File: src/rtl/pcs_8b10b_pkg.sv
// Shared 1000BASE-X PCS definitions: code-group bytes, xmit modes and the
// transmit ordered-set state encoding used by the TX, RX and encoder blocks.
package pcs_8b10b_pkg;

  // Control code-groups (sent with K flag set)
  localparam logic [7:0] K28_5 = 8'hBC;
  localparam logic [7:0] K27_7 = 8'hFB;
  localparam logic [7:0] K29_7 = 8'hFD;
  localparam logic [7:0] K23_7 = 8'hF7;
  localparam logic [7:0] K30_7 = 8'hFE;

  // Data code-groups used inside ordered sets
  localparam logic [7:0] D5_6  = 8'hC5;
  localparam logic [7:0] D16_2 = 8'h50;
  localparam logic [7:0] D21_5 = 8'hB5;
  localparam logic [7:0] D2_2  = 8'h42;

  localparam logic [1:0] XMIT_IDLE   = 2'b00;
  localparam logic [1:0] XMIT_CONFIG = 2'b01;
  localparam logic [1:0] XMIT_DATA   = 2'b10;

  typedef logic [3:0] tx_state_t;

  localparam tx_state_t ST_IDLE_K = 4'd0;
  localparam tx_state_t ST_IDLE_D = 4'd1;
  localparam tx_state_t ST_CFG_K  = 4'd2;
  localparam tx_state_t ST_CFG_D  = 4'd3;
  localparam tx_state_t ST_CFG_LO = 4'd4;
  localparam tx_state_t ST_CFG_HI = 4'd5;
  localparam tx_state_t ST_DATA   = 4'd6;
  localparam tx_state_t ST_END_T  = 4'd7;
  localparam tx_state_t ST_END_R1 = 4'd8;
  localparam tx_state_t ST_END_R2 = 4'd9;

endpackage

File: src/rtl/pcs_tx_ordered_set.sv
// 1000BASE-X PCS transmit ordered-set generator: turns GMII and autoneg config
// words into a byte + K stream for the 8b/10b encoder, one code-group per clk.
module pcs_tx_ordered_set #(
  parameter bit CONFIG_EN = 1'b1
) (
  input  logic        clk,
  input  logic        reset,
  input  logic [7:0]  gmii_txd,
  input  logic        gmii_tx_en,
  input  logic        gmii_tx_er,
  input  logic [1:0]  xmit,
  input  logic [15:0] tx_config_reg,
  input  logic        rd_in,
  output logic [7:0]  tx_data,
  output logic        tx_k,
  output logic        tx_even,
  output logic        ipg_violation
);
  import pcs_8b10b_pkg::*;

  // state names the code-group currently on tx_data
  tx_state_t   state, state_nxt;
  logic [7:0]  txd_q;
  logic        tx_en_q, tx_er_q;
  logic [15:0] cfg_hold, cfg_hold_nxt;
  logic        cfg_c2, cfg_c2_nxt;
  logic [7:0]  data_nxt;
  logic        k_nxt, ipg_nxt, at_boundary;
  logic        mode_data, mode_cfg;

  assign mode_data = (xmit == XMIT_DATA);
  assign mode_cfg  = CONFIG_EN && (xmit == XMIT_CONFIG);

  // Boundary states hand the next even slot to /S/, a new /C/ set or /I/.
  // A byte arriving while /R/ is being sent is dropped and flagged.
  always_comb begin
    state_nxt    = state;
    data_nxt     = K28_5;
    k_nxt        = 1'b1;
    ipg_nxt      = 1'b0;
    cfg_hold_nxt = cfg_hold;
    cfg_c2_nxt   = cfg_c2;
    at_boundary  = 1'b0;
    case (state)
      ST_IDLE_K: begin
        state_nxt = ST_IDLE_D;
        data_nxt  = rd_in ? D5_6 : D16_2;
        k_nxt     = 1'b0;
      end
      ST_IDLE_D: at_boundary = 1'b1;
      ST_CFG_K: begin
        state_nxt = ST_CFG_D;
        data_nxt  = cfg_c2 ? D2_2 : D21_5;
        k_nxt     = 1'b0;
      end
      ST_CFG_D: begin
        state_nxt = ST_CFG_LO;
        data_nxt  = cfg_hold[7:0];
        k_nxt     = 1'b0;
      end
      ST_CFG_LO: begin
        state_nxt = ST_CFG_HI;
        data_nxt  = cfg_hold[15:8];
        k_nxt     = 1'b0;
      end
      ST_CFG_HI: at_boundary = 1'b1;
      ST_DATA: begin
        if (!mode_data || !tx_en_q) begin
          state_nxt = ST_END_T;
          data_nxt  = K29_7;
        end else if (tx_er_q) begin
          data_nxt  = K30_7;
        end else begin
          data_nxt  = txd_q;
          k_nxt     = 1'b0;
        end
      end
      ST_END_T: begin
        state_nxt = ST_END_R1;
        data_nxt  = K23_7;
        ipg_nxt   = tx_en_q;
      end
      ST_END_R1: begin
        if (tx_even) begin
          state_nxt = ST_END_R2;
          data_nxt  = K23_7;
          ipg_nxt   = tx_en_q;
        end else begin
          at_boundary = 1'b1;
        end
      end
      ST_END_R2: at_boundary = 1'b1;
      default: state_nxt = ST_IDLE_K;
    endcase

    if (at_boundary) begin
      if (mode_data && tx_en_q) begin
        state_nxt = ST_DATA;
        data_nxt  = K27_7;
      end else if (mode_cfg) begin
        state_nxt    = ST_CFG_K;
        cfg_hold_nxt = tx_config_reg;
        cfg_c2_nxt   = (state == ST_CFG_HI) ? ~cfg_c2 : 1'b0;
      end else begin
        state_nxt = ST_IDLE_K;
      end
    end
  end

  // GMII is registered once so every byte reaches tx_data one cycle after capture
  always_ff @(posedge clk) begin
    if (reset) begin
      state         <= ST_IDLE_K;
      tx_data       <= K28_5;
      tx_k          <= 1'b1;
      tx_even       <= 1'b1;
      ipg_violation <= 1'b0;
      txd_q         <= 8'h00;
      tx_en_q       <= 1'b0;
      tx_er_q       <= 1'b0;
      cfg_hold      <= 16'h0000;
      cfg_c2        <= 1'b0;
    end else begin
      state         <= state_nxt;
      tx_data       <= data_nxt;
      tx_k          <= k_nxt;
      tx_even       <= ~tx_even;
      ipg_violation <= ipg_nxt;
      txd_q         <= gmii_txd;
      tx_en_q       <= gmii_tx_en;
      tx_er_q       <= gmii_tx_er;
      cfg_hold      <= cfg_hold_nxt;
      cfg_c2        <= cfg_c2_nxt;
    end
  end

endmodule
File: config.mk
export PLATFORM = sky130hd
export DESIGN_NAME = pcs_tx_ordered_set
export DESIGN_NICKNAME = d
export VERILOG_FILES = /design/src/rtl/pcs_8b10b_pkg.sv /design/src/rtl/pcs_tx_ordered_set.sv
export SDC_FILE = /design/constraint.sdc
export NUM_CORES = 1
export LEC_CHECK = 0
export ABC_AREA = 1
export BUFFER_PORTS_ARGS = -buffer_cell sky130_fd_sc_hd__buf_2
export CAP_MARGIN = 10
export CORE_MARGIN = 3
export CORE_UTILIZATION = 48
export CTS_CLUSTER_SIZE = 25
export DETAILED_ROUTE_END_ITERATION = 7
export GPL_ROUTABILITY_DRIVEN = 0
export GPL_TIMING_DRIVEN = 0
export PLACE_DENSITY_LB_ADDON = 0.12
export SYNTH_ARGS = -nofsm -noshare
export SYNTH_HDL_FRONTEND = slang
export SYNTH_SLANG_ARGS = --single-unit
File: constraint.sdc
create_clock -name clk -period 1.5 [get_ports clk]
set_input_delay 0.225 -clock clk [delete_from_list [all_inputs] [get_ports clk]]
set_output_delay 0.225 -clock clk [all_outputs]
set_load 0.01 [all_outputs]
==> results.yml <==
status:
  run_status: "complete, no violations"
critical_path:
  startpoint_type: "flop"
  slowest_delay_ns: 0.41
  critPathArrivalTime_ns: 1.56
  timing.rr.end: "cfg_hold[12]"
  end_kind: "flop"
  crit_fanout: 10
  r2r_slack_ns: 0.1
  reg2reg_from: "state[3]"
  reg2reg_depth: 8
  path_class: "flop to flop"
  critPathSlowestCell: "dfxtp_2"
  worstPathRequired_ns: 1.66
  path_cells: "inv_2 > nor2_2 > nand3b_2 > nand2_4 > nand2_4 > buf_6 > nand2_1 > a21oi_1"
  cp_common_cell: "nand2_4"
hold_path:
  min_to: "tx_er_q"
  min_from: "gmii_tx_er"
  hp-class: "primary input to flop"
  hold_path_depth: 3
logic_synthesis:
  synth.largest_area_cell: "dfxtp_1"
  syn_inst: 261
  synth_edf_count: 0
  ys.flop_type: "dfxtp_1"
  yosys-top-cells-count: "78 x nand2_1, 42 x dfxtp_1, 33 x nor2_1"
  synth_cell_types: 26
  synth_area_leaders: "dfxtp_1 45%, nand2_1 16%, nor2_1 6.7%"
  ys_ff_latch: 42
  synth_most_common_cell: "nand2_1"
  yosys.area.top_type_share_pct: 45.2
  yosys.area_share.simple_pct: 37.9
  yosys-mux-area-fraction_pct: 0
  synth_compound_area_share_pct: 8.20
  syn_area_per_cell_um2: 7.13
  synthesis.area_mm2: 0.00186
  synth-xor-area-share_pct: 0
  ys_seq_area_share_pct: 45.2
  ys.warnings.count: 0
  synth_nets: 292
  async_reset_ff_share_pct: 0
  synth_top_family_by_area: "simple AND/OR/NAND/NOR gates"
  yosys.area_share.adder_pct: 0
clocking:
  cts_sinks: 42
  numCtsBuffers: 5
  clk_latency_ns: 0.28
  cts_tree: "built"
  clk_path_buf_depth: 2
  holdBufCountCts: 0
  clkTransAtPathRegs_ns: 0.07
  h-tree-depth: 2
  clockRootBuffer: "clkbuf_8"
floorplanning:
  start_util_pct: 52.8
  coreArea_mm2: 0.00352
  rows: 21
  io_pins: 42
  die-area_mm2: 0.00466
  fp.dieW_um: 68.3
  chipHeight_um: 68.3
route:
  drt-total-wl_mm: 4.26
  drc: 0
  drt_iter0_markers: 97
  wl_per_cell_um: 11.9
  vias: 1750
  detail-route-antenna-nets: 0
  avgViaCountPerCell: 4.90
  dr.pass1.iters: 4
global_routing:
  grt_pass1_vias: 1618
  grt_pass1_wl_mm: 7.08
  grt_max_degree: 12
  globalRoute.totalOverflow: 0
  track_usage_pct: 20.6
  antenna_found_initial: 0
cells_and_area:
  n_fill_cell: 339
  fin_util_pct: 63.5
  area_growth_pct: 20.2
  final_area_mm2: 0.00224
  nNetsFinal: 342
  diodes: 0
  drive_gt1_share_pct: 24.8
sta:
  slew-limit-headroom_pct: 67.0
  min_period_over_period_pct: 93.7
  final-max-slew-violation-count: 0
  fmax_mhz: 712
  post-route-min-period_ns: 1.40
  worst_pin_slew_ns: 0.495
  setup-violations-final: 0
  fin_skew_ns: 0.00420
  hold_violations: 0
  fin_ws_ns: 0.0950
place:
  dpl_cell_area_mm2: 0.00212
  dpl_worst_slack_ns: 0.0695
  port_buffers: 40
  dp_hpwl_mm: 3.24
job:
  max_cap_violations: 0
power_and_ir_drop:
  peakVddDrop_mv: 0.671
  p_leak_nw: 1.05
  p_per_area_mw_per_mm2: 984
## cells by family after synthesis
logic type	Yosys count
and+or+nand+nor	156
DFF	42
buffers and inverters	34
AOI/OAI and AO/OA	29
## state kept, by name (all words and copies together), names as in the netlist
name,flops
tx_data,8
state,4
tx_en_q,1
tx_even,1
ipg_violation,1
txd_q,8
cfg_hold,16
cfg_c2,1
tx_er_q,1
tx_k,1
## layer usage
layer | GRT usage, % | wire length [µm] | share of wire, % | up-vias
li1 | - | - | - | 919
met4 | 8.19 | 75 | 1.8 | 0
met2 | 32.6 | 1930 | 45 | 67
met3 | 5.42 | 315 | 7.4 | 10
met5 | 0 | 0 | 0 | -
met1 | 26.7 | 1940 | 45 | 754
## cell type report
class	count	area [µm²]	area share [%]
multi-input cells	185	875	39.1
inverters	26	97.6	4.36
repair buffers	43	223	9.96
flip-flops and latches	42	843	37.7
plain buffers	8	65.1	2.91
clock buffers	7	76.3	3.41
well taps	46	57.6	2.57
## worst max-delay path by stage
stage	startpoint	end	slack, ns	cells past startpoint
3_3_place_gp	state[3]	tx_data[1]	0.1	9
6_report	state[3]	cfg_hold[12]	0.1	8
2_1_floorplan	state[3]	tx_data[4]	0.25	8
4_1_cts	state[3]	tx_data[1]	0.03	9
5_1_grt	state[3]	tx_data[4]	-0.0005	8
3_5_place_dp	state[3]	tx_data[1]	0.07	9
## critical path, delay by kind of cell (launching register included)
family,cells,cell delay [ns]
AOI/OAI and AO/OA,1,0.05
buffers and inverters,2,0.27
DFF,1,0.41
and+or+nand+nor,5,0.54
## power breakdown
part | internal, mW | switching (mW)
logic | 0.136 | 0.199
clock network | 0.320 | 0.341
registers | 1.18 | 0.0287
## placed cells by master, fill, tap and decap left out, types with 5 or more instances in the layout
cell / synthesis / routed
inv_2: 5 / 5
nor2_2: 9 / 6
nand2_1: 78 / 77
nand3_1: 24 / 24
clkbuf_1: 3 / 5
clkbuf_8: 0 / 5
buf_2: 0 / 40
inv_1: 21 / 21
a21oi_1: 22 / 22
dfxtp_1: 42 / 40
nor2_1: 33 / 33
nor2_4: 2 / 5
## per-stage QoR
stage / TNS [ns] / hold WS, ns / instances / power [mW]
3_5_place_dp: 0 / 0.420 / 347 / 1.56
3_3_place_gp: 0 / 0.412 / 347 / 1.55
5_1_grt: -0.000494 / 0.125 / 357 / 2.33
6_report: 0 / 0.137 / 357 / 2.20
2_1_floorplan: 0 / 0.332 / 261 / 1.44
4_1_cts: 0 / 0.131 / 354 / 2.21
## what timing repair did
item | in CTS | in global routing
endpoints found under the setup margin | 0 | 17
gates resized for setup | 0 | 6
buffers inserted | 0 | 3
(Power assumes the default switching activity.)
